<file path="src/rtl/jk_seq_driver.sv">
`timescale 1ns/1ps
`default_nettype none
// ============================================================================
// Module   : jk_seq_driver
// Brief    : Converts a stream of requested flop-bank states into registered
//            J/K excitation for an external bank of JK flip-flops. It tracks
//            the bank state in a shadow register and checks the fed-back q
//            outputs two edges after each apply.
// Options  : define JK_TOGGLE_MODE_EN to drive every state change with
//            J=K=1 (toggle) instead of set/reset excitation.
// Revision : 1.0 - initial release
// ============================================================================
module jk_seq_driver #(
    parameter int WIDTH = 4,
    parameter int DEPTH = 4,
    parameter int CNT_W = 8
) (
    input  logic             clk,
    input  logic             rst,
    input  logic [WIDTH-1:0] tgt_data,
    input  logic             tgt_valid,
    output logic             tgt_ready,
    output logic [WIDTH-1:0] j,
    output logic [WIDTH-1:0] k,
    input  logic [WIDTH-1:0] q_fb,
    output logic             busy,
    output logic             err,
    output logic [CNT_W-1:0] err_cnt
);

    // FIFO pointers carry one extra wrap bit so full and empty are distinct.
    localparam int             AW         = $clog2(DEPTH);
    localparam logic [AW:0]    C_PTR_ONE  = (AW+1)'(1);
    localparam logic [CNT_W-1:0] C_CNT_ONE = CNT_W'(1);
    localparam logic [CNT_W-1:0] C_CNT_MAX = '1;

    // SYNC loads the shadow from the bank once after reset; RUN streams targets.
    typedef enum logic [0:0] {
        ST_SYNC = 1'b0,
        ST_RUN  = 1'b1
    } state_t;

    state_t r_state;
    state_t w_state_nxt;

    // Target FIFO storage and pointers.
    logic [WIDTH-1:0] r_mem [DEPTH];
    logic [AW:0]      r_wr_ptr;
    logic [AW:0]      r_rd_ptr;
    logic             w_empty;
    logic             w_full;
    logic             w_push;
    logic             w_pop;
    logic             w_in_run;
    logic [WIDTH-1:0] w_head;

    // Apply stage: registered excitation plus the shadow of the bank state.
    logic [WIDTH-1:0] r_shadow;
    logic [WIDTH-1:0] r_j;
    logic [WIDTH-1:0] r_k;
    logic             r_apply_v;
    logic [WIDTH-1:0] w_j_nxt;
    logic [WIDTH-1:0] w_k_nxt;

    // Check stage: shadow delayed to line up with the bank's captured state.
    logic             r_chk_v;
    logic [WIDTH-1:0] r_shadow_d;
    logic             w_mismatch;
    logic             r_err;
    logic [CNT_W-1:0] r_err_cnt;

    // ------------------------------------------------------------------
    // FIFO status and handshake
    // ------------------------------------------------------------------
    assign w_in_run  = (r_state == ST_RUN);
    assign w_empty   = (r_wr_ptr == r_rd_ptr);
    assign w_full    = (r_wr_ptr[AW] != r_rd_ptr[AW]) &&
                       (r_wr_ptr[AW-1:0] == r_rd_ptr[AW-1:0]);
    assign tgt_ready = w_in_run && !w_full;
    assign w_push    = tgt_valid && tgt_ready;
    // The head is popped every RUN cycle it exists, so throughput is one per cycle.
    assign w_pop     = w_in_run && !w_empty;
    assign w_head    = r_mem[r_rd_ptr[AW-1:0]];

    // State register for the SYNC/RUN sequencer.
    always_ff @(posedge clk) begin
        if (rst) begin
            r_state <= ST_SYNC;
        end else begin
            r_state <= w_state_nxt;
        end
    end

    // Next-state logic: SYNC lasts exactly one cycle, RUN is terminal.
    always_comb begin
        w_state_nxt = r_state;
        case (r_state)
            ST_SYNC: w_state_nxt = ST_RUN;
            ST_RUN:  w_state_nxt = ST_RUN;
            default: w_state_nxt = ST_SYNC;
        endcase
    end

    // FIFO storage write; contents need no reset since the pointers are flushed.
    always_ff @(posedge clk) begin
        if (w_push) begin
            r_mem[r_wr_ptr[AW-1:0]] <= tgt_data;
        end
    end

    // FIFO pointer update; push and pop in one cycle both advance.
    always_ff @(posedge clk) begin
        if (rst) begin
            r_wr_ptr <= '0;
            r_rd_ptr <= '0;
        end else begin
            if (w_push) begin
                r_wr_ptr <= r_wr_ptr + C_PTR_ONE;
            end
            if (w_pop) begin
                r_rd_ptr <= r_rd_ptr + C_PTR_ONE;
            end
        end
    end

    // ------------------------------------------------------------------
    // Excitation: inverse of the JK characteristic, don't-cares forced to 0
    // ------------------------------------------------------------------
    // Derive J/K for moving the bank from the shadow state to the FIFO head.
    always_comb begin
        w_j_nxt = '0;
        w_k_nxt = '0;
`ifdef JK_TOGGLE_MODE_EN
        // Any bit that changes is toggled; bits that hold get J=K=0.
        w_j_nxt = r_shadow ^ w_head;
        w_k_nxt = r_shadow ^ w_head;
`else
        // 0->1 sets, 1->0 resets, holds get J=K=0.
        w_j_nxt = ~r_shadow & w_head;
        w_k_nxt = r_shadow & ~w_head;
`endif
    end

    // Apply stage: register excitation on a pop, otherwise drive hold (J=K=0).
    always_ff @(posedge clk) begin
        if (rst) begin
            r_shadow  <= '0;
            r_j       <= '0;
            r_k       <= '0;
            r_apply_v <= 1'b0;
        end else if (!w_in_run) begin
            // Adopt whatever state the bank is actually in before streaming.
            r_shadow  <= q_fb;
            r_j       <= '0;
            r_k       <= '0;
            r_apply_v <= 1'b0;
        end else if (w_pop) begin
            r_shadow  <= w_head;
            r_j       <= w_j_nxt;
            r_k       <= w_k_nxt;
            r_apply_v <= 1'b1;
        end else begin
            r_j       <= '0;
            r_k       <= '0;
            r_apply_v <= 1'b0;
        end
    end

    // ------------------------------------------------------------------
    // Check pipeline
    // ------------------------------------------------------------------
    // The bank captures J/K one edge after the apply; q_fb is then valid a
    // full cycle, so the compare happens one edge later still.
    assign w_mismatch = r_chk_v && (q_fb != r_shadow_d);

    // Align the expected state with the edge on which the bank captures.
    always_ff @(posedge clk) begin
        if (rst) begin
            r_chk_v    <= 1'b0;
            r_shadow_d <= '0;
        end else begin
            r_chk_v    <= r_apply_v;
            r_shadow_d <= r_shadow;
        end
    end

    // Flag a mismatch as a one-cycle pulse and keep a saturating count.
    always_ff @(posedge clk) begin
        if (rst) begin
            r_err     <= 1'b0;
            r_err_cnt <= '0;
        end else begin
            r_err <= w_mismatch;
            if (w_mismatch && (r_err_cnt != C_CNT_MAX)) begin
                r_err_cnt <= r_err_cnt + C_CNT_ONE;
            end
        end
    end

    // ------------------------------------------------------------------
    // Outputs
    // ------------------------------------------------------------------
    assign j       = r_j;
    assign k       = r_k;
    assign err     = r_err;
    assign err_cnt = r_err_cnt;
    assign busy    = !w_empty || r_apply_v || r_chk_v;

endmodule
`default_nettype wire

</file>
<file path="config.mk">
export PLATFORM = sky130hd
export DESIGN_NAME = jk_seq_driver
export DESIGN_NICKNAME = d
export VERILOG_FILES = /design/src/rtl/jk_seq_driver.sv
export SDC_FILE = /design/constraint.sdc
export NUM_CORES = 1
export LEC_CHECK = 0
export CAP_MARGIN = 20
export CORE_MARGIN = 2
export CORE_UTILIZATION = 45
export DETAILED_ROUTE_END_ITERATION = 12
export PLACE_DENSITY = 0.68
export SLEW_MARGIN = 10
export SYNTH_ARGS = -nofsm -noshare
export SYNTH_HDL_FRONTEND = slang
export SYNTH_SLANG_ARGS = --single-unit
</file>
<file path="constraint.sdc">
create_clock -name clk -period 2 [get_ports clk]
set_clock_uncertainty 0.05 [all_clocks]
set_input_delay 0.4 -clock clk [delete_from_list [all_inputs] [get_ports clk]]
set_output_delay 0.4 -clock clk [all_outputs]
set_load 0.05 [all_outputs]
</file>
==> flow_summary.json, run 1 <==
{
  "status": "finished, violations left",
  "violations": "setup timing",
  "r2r-start": "err_cnt[0]",
  "routed_wl_um": 3970,
  "top_layer_used": "met4",
  "clockRootBuffer": "clkbuf_8",
  "first_pass_iters": 4,
  "wl_met1_um": 1820,
  "hold_viol_final": 0,
  "diodes": 0,
  "cts_buffer_depth": 2,
  "drc": 0,
  "clockPowerShare_pct": 30.6,
  "switching_power_mw": 0.596,
  "power_frac_seq_pct": 50.9,
  "io_buffers": 29,
  "boundaryPins": 30,
  "peakVddDrop_mv": 0.490,
  "synth_top_area_share_pct": 34.5,
  "ys_seq_area_share_pct": 57.5,
  "start_kind": "register",
  "viasPerCell": 5.28,
  "cpMaxStageDelayCell": "or3_4",
  "tightest_slew_ns": 0.515,
  "yosysTopAreaCell": "dfxtp_1",
  "final_common_cell": "dfxtp_1",
  "cts_made_buffers": 5,
  "cpPeakStageDelay_ns": 0.41,
  "cts_tree": "yes",
  "synthToLayoutAreaGrowth_pct": 26.2,
  "antenna_left": 0,
  "crit_arrival_ns": 1.71,
  "rsz0062_at_grt": "true",
  "dpl.hpwl_um": 2930,
  "antenna_found_initial": 0,
  "p_int_mw": 1.71,
  "clkLatencyLatePin_ns": 0.30,
  "synth_cell_types": 38,
  "hold_ws_ns": 0.426,
  "report.final.setup_viol": 1,
  "cp-endpoint": "busy",
  "maxSlewViolCount": 0,
  "tns_ns": -0.156,
  "row_count": 24,
  "path_delay_family": "simple AND/OR/NAND/NOR gates",
  "nNetsFinal": 232,
  "vias": 1416,
  "crit_cells": 4,
  "die_w_um": 72.1,
  "syn_nets": 188,
  "worst_slack_ns": -0.156,
  "start_util_pct": 47.3,
  "netlist_instances": 171,
  "layout_common_cells": "dfxtp_1, clkdlybuf4s50_1, buf_4, edfxtp_1, nor2_1",
  "grt_use_total_pct": 16.7,
  "finalCritPeriodShare_pct": 108,
  "clk_pin_slew_ns": 0.09,
  "wl_met3_um": 165,
  "gp_congestion": 0.786,
  "grt_pass1_wl_um": 6680,
  "r2r_slack_ns": 0.23,
  "crit_path_frequent_cell": "or3_4",
  "clkSinkCount": 52,
  "drive_above_1_share_pct": 19.0,
  "power_frac_comb_pct": 18.5,
  "worstRegToRegCells": 5,
  "grt_pass1_vias": 1403,
  "relSlewSlack_pct": 65.6,
  "leakagePower_nw": 1.02,
  "overflow": 0,
  "r2r-end": "err_cnt[0]",
  "max_freq_mhz": 464,
  "critPathLaunch": "r_rd_ptr[2]",
  "worstPathCellList": "xor2_1 -> or3_4 -> or3_4 -> buf_6",
  "power_density_nw_per_um2": 873,
  "synth_area_leaders": "dfxtp_1, edfxtp_1, mux4_2",
  "wl_met2_um": 1930,
  "grt_max_degree": 16,
  "path_buf_inv": 1,
  "end_kind": "primary output",
  "crit_type": "register to primary output",
  "syn_area_per_cell_um2": 12.2,
  "fin_crit_ns": 2.16,
  "core_um2": 4410,
  "avgRoutedWirePerCell_um": 14.8,
  "hold_path.class": "register to register",
  "place_inst": 260,
  "h-tree-depth": 2,
  "drt_iter0_drc": 93,
  "min_from": "r_shadow[1]",
  "cp_max_fo": 2,
  "maxCapViolations": 0,
  "yosysWarningCount": 0,
  "swShare_pct": 25.9,
  "required_ns": 1.55,
  "syn_area_um2": 2090,
  "final_cells": 268,
  "die_h_um": 72.1,
  "postCtsSetupRepairBufs": 0,
  "die_area_um2": 5200,
  "synth-seq-cells": 52
}
-- metal layers --
layer	up-vias	GRT usage [%]
li1	712	-
met2	29	27.2
met3	7	4.44
met4	0	5.45
met5	-	0
met1	668	21.7
-- Yosys cell counts (all sizes together) --
master  number
dfxtp       36
edfxtp      16
nor2        14
xor2         9
nand3        8
nor3b        8
ha           6
mux2i        6
nor2b        6
inv          5
a211oi       4
a21oi        4
mux4         4
nand2        4
or3          4
xnor2        4
a31oi        3
and2         3
clkbuf       3
o311ai       3
o31ai        3
o41ai        3
and3         2
buf          2
clkinv       1
mux2         1
nand2b       1
nand4        1
nor4         1
o211ai       1
o21ai        1
o21bai       1
o311a        1
or2          1
or4          1
-- sequential cells by signal (all words and copies together) (netlist names), 3 cells and up, named ones only --
register    flops
r_mem          16
r_shadow_d      4
r_rd_ptr        3
k               4
err_cnt         8
r_shadow        4
r_wr_ptr        3
j               4
-- metrics by stage --
stage / setup slack, ns / util, % / total power, mW / area (µm²)
detailed placement: -0.113 / 56.9 / 1.61 / 2510
floorplan: -0.0225 / - / 1.48 / 2090
CTS: -0.167 / 59.6 / 2.32 / 2630
finish: -0.156 / 59.8 / 2.30 / 2640
global placement: -0.0637 / 56.9 / 1.60 / 2510
global route: -0.191 / 59.8 / 2.40 / 2640
-- worst register-to-register path, stage by stage, from the launching register on --
cell	delay, ns
dfxtp_1	0.41
ha_1	0.26
nand4_1	0.17
nor2_1	0.37
nor2_1	0.12
mux2_2	0.29
-- cells by family (layout without fill, tap and decap cells) --
group                    after synthesis  after routing  synth area share (%)
AND/OR/NAND/NOR                       54             54                  14.7
flip-flops                            52             52                  57.5
AO/OA/AOI/OAI                         24             24                  8.68
XOR/XNOR                              13             13                  5.45
multiplexers                          11             11                  7.72
buffers and inverters                 11             56                  2.39
adder cells (fa/ha/maj)                6              6                  3.59
-- layout make-up --
cell class	instances	area [µm²]
Clock buffer	6	72.6
Clock inverter	2	35.0
Fill cell	364	1780
Inverter	6	22.5
Multi-Input combinational cell	108	848
Sequential cell	52	1200
Tap cell	52	65.1
Timing Repair Buffer	42	389
-- repair_timing --
item                                    in CTS  in global routing
hold endpoints to repair                     0                  0
hold buffers                                 0                  0
gates resized for setup                      3                  4
endpoints found under the setup margin       1                  3
-- worst min-delay path by stage --
| stage | slack, ns | cells after the start | to |
|---|---|---|---|
| after floorplan | 0.37 | 1 | j[0] |
| after detailed placement | 0.41 | 1 | r_chk_v |
| after global routing | 0.44 | 1 | j[1] |
| final | 0.43 | 1 | j[1] |
| after global placement | 0.39 | 1 | j[2] |
| after CTS | 0.43 | 1 | j[1] |
-- power by group through the flow --
| stage | registers, mW | clock network [mW] | logic [mW] |
|---|---|---|---|
| 6_report | 1.17 | 0.704 | 0.426 |
| 5_1_grt | 1.18 | 0.757 | 0.460 |
| 4_1_cts | 1.17 | 0.715 | 0.427 |
| 3_5_place_dp | 1.20 | 0 | 0.410 |
| 3_3_place_gp | 1.20 | 0 | 0.400 |
| 2_1_floorplan | 1.23 | 0 | 0.257 |
(Power assumes the default switching activity.)
==> inputs of run 2 (changes only) <==
Settings changed: ABC_AREA set to 0, PLACE_DENSITY 0.68 to 0.73.
==> run 2 against run 1 <==
Against the previous run: the flow still finishes with violations (setup timing); clock-buffer cell count down 1; worst hold slack worse by 0.0048 ns; sequential power about the same; clock power down 13%; sequential share of layout area up 0.17 points; final cell count up 0.37%; via count up 5.2%; global-route usage up 0.57 points; critical path depth unchanged; non-clock buffer count up 1; combinational power up 2%; register-to-register slack about the same; critical path type unchanged; largest cell class unchanged.
==> flow_summary.json, run 2 (synthesis gave the netlist of run 1 again) <==
{
  "post-route-util_pct": 59.5,
  "grt_pass1_wl_um": 6810,
  "violations": "setup timing",
  "worstPathCellList": "xor2_1 -> or3_4 -> or3_4 -> buf_6",
  "diodes": 0,
  "io_buffers": 29,
  "relSlewSlack_pct": 66.3,
  "cts-hold-fix-buffers": 0,
  "final_common_cell": "dfxtp_1",
  "boundaryPins": 30,
  "antenna_found_initial": 0,
  "path_buf_inv": 1,
  "vias": 1489,
  "hold_ws_ns": 0.421,
  "row_count": 24,
  "tns_ns": -0.160,
  "finalCritPeriodShare_pct": 108,
  "start_kind": "register",
  "cts_made_buffers": 5,
  "drive_above_1_share_pct": 19.8,
  "place_ws_ns": -0.229,
  "hold_viol_final": 0,
  "tightest_slew_ns": 0.504,
  "cts_tree": "yes",
  "fin_crit_ns": 2.16,
  "crit_arrival_ns": 1.71,
  "cts_buffer_depth": 2,
  "report.final.setup_viol": 1,
  "clkSinkCount": 52,
  "antenna_left": 0,
  "r2r_slack_ns": 0.23,
  "die_area_um2": 5200,
  "core_um2": 4410,
  "maxCapViolations": 0,
  "drt_iter0_drc": 147,
  "routed_wl_um": 4190,
  "overflow": 0,
  "synthToLayoutAreaGrowth_pct": 25.6,
  "largest_register_ffs": 16,
  "maxSlewViolCount": 0,
  "gp_congestion": 0.741,
  "avgRoutedWirePerCell_um": 15.6,
  "cpPeakStageDelay_ns": 0.39,
  "clockRootBuffer": "clkbuf_8",
  "required_ns": 1.55,
  "clk_pin_slew_ns": 0.10,
  "grt_use_total_pct": 17.3,
  "h-tree-depth": 2,
  "grt_pass1_vias": 1407,
  "max_freq_mhz": 463,
  "die_h_um": 72.1,
  "worst_slack_ns": -0.160,
  "layout_common_cells": "dfxtp_1, buf_4, clkdlybuf4s50_1, edfxtp_1, nor2_1",
  "hold_path.class": "register to register",
  "start_util_pct": 47.3,
  "path_delay_family": "simple AND/OR/NAND/NOR gates",
  "cp_max_fo": 3,
  "clkLatencyLatePin_ns": 0.31,
  "postCtsSetupRepairBufs": 0,
  "first_pass_iters": 4,
  "status": "finished, violations left",
  "grt_max_degree": 19,
  "dpl.hpwl_um": 3030,
  "crit_type": "register to primary output",
  "drc": 0,
  "cpMaxStageDelayCell": "or3_4",
  "nNetsFinal": 233,
  "power_density_nw_per_um2": 847,
  "die_w_um": 72.1,
  "viasPerCell": 5.54,
  "end_kind": "primary output",
  "finalPower_mw": 2.22,
  "leakagePower_nw": 1.00,
  "peakVddDrop_mv": 0.477,
  "rsz0062_at_grt": "true",
  "crit_path_frequent_cell": "or3_4"
}
-- run 2: changes by cell type in the layout (fill, tap and decap cells not counted), sizes merged --
cell	previous run	this run
inv	5	7
clkbuf	6	5
dlymetal6s2s	2	1
bufinv	1	0
buf	21	23
-- run 2: routing by layer --
layer / track usage [%] / up-vias / part of all wire, %
met2: 29.4 / 44 / 51
met5: 0 / - / 0
met4: 4.40 / 0 / 1.0
met3: 4.72 / 5 / 5.7
li1: - / 716 / -
met1: 21.9 / 724 / 43
-- run 2: what timing repair did --
item                                    4_1_cts  5_1_grt
endpoints found under the setup margin        1        2
gates resized for setup                       3        2
pin swaps                                     0        0
-- run 2: worst reg2reg max path: stages (launching register included) --
cell and delay, ns:
dfxtp_1 0.40, ha_1 0.25, nand4_1 0.14, nor2_1 0.40, nor2_1 0.14, mux2_2 0.29
-- run 2: cell type report --
type,instances,area (µm²)
clock buffer,5,68.8
tap,52,65.1
inverter,6,22.5
timing repair buffer,43,392
clock inverter,3,25.0
fill,362,1790
multi-input combinational,108,848
sequential,52,1200
-- run 2: final timing paths --
kind                    start    endpoint  depth (start not counted)
setup / recovery  r_rd_ptr[1]        busy                          4
setup reg to reg   err_cnt[0]  err_cnt[0]                          5
hold reg to reg   r_shadow[2]        j[2]                          1
hold / removal    r_shadow[2]        j[2]                          1
-- run 2: report_power, final --
group	internal, mW	switching (mW)	total [mW]
clock	0.256	0.359	0.615
combinational	0.203	0.233	0.436
sequential	1.14	0.0372	1.17
-- run 2: per-stage QoR --
stage / area, µm² / cells
final: 2630 / 269
after global placement: 2520 / 261
after floorplan: 2090 / 171
after CTS: 2620 / 269
after global routing: 2630 / 269
after detailed placement: 2520 / 261
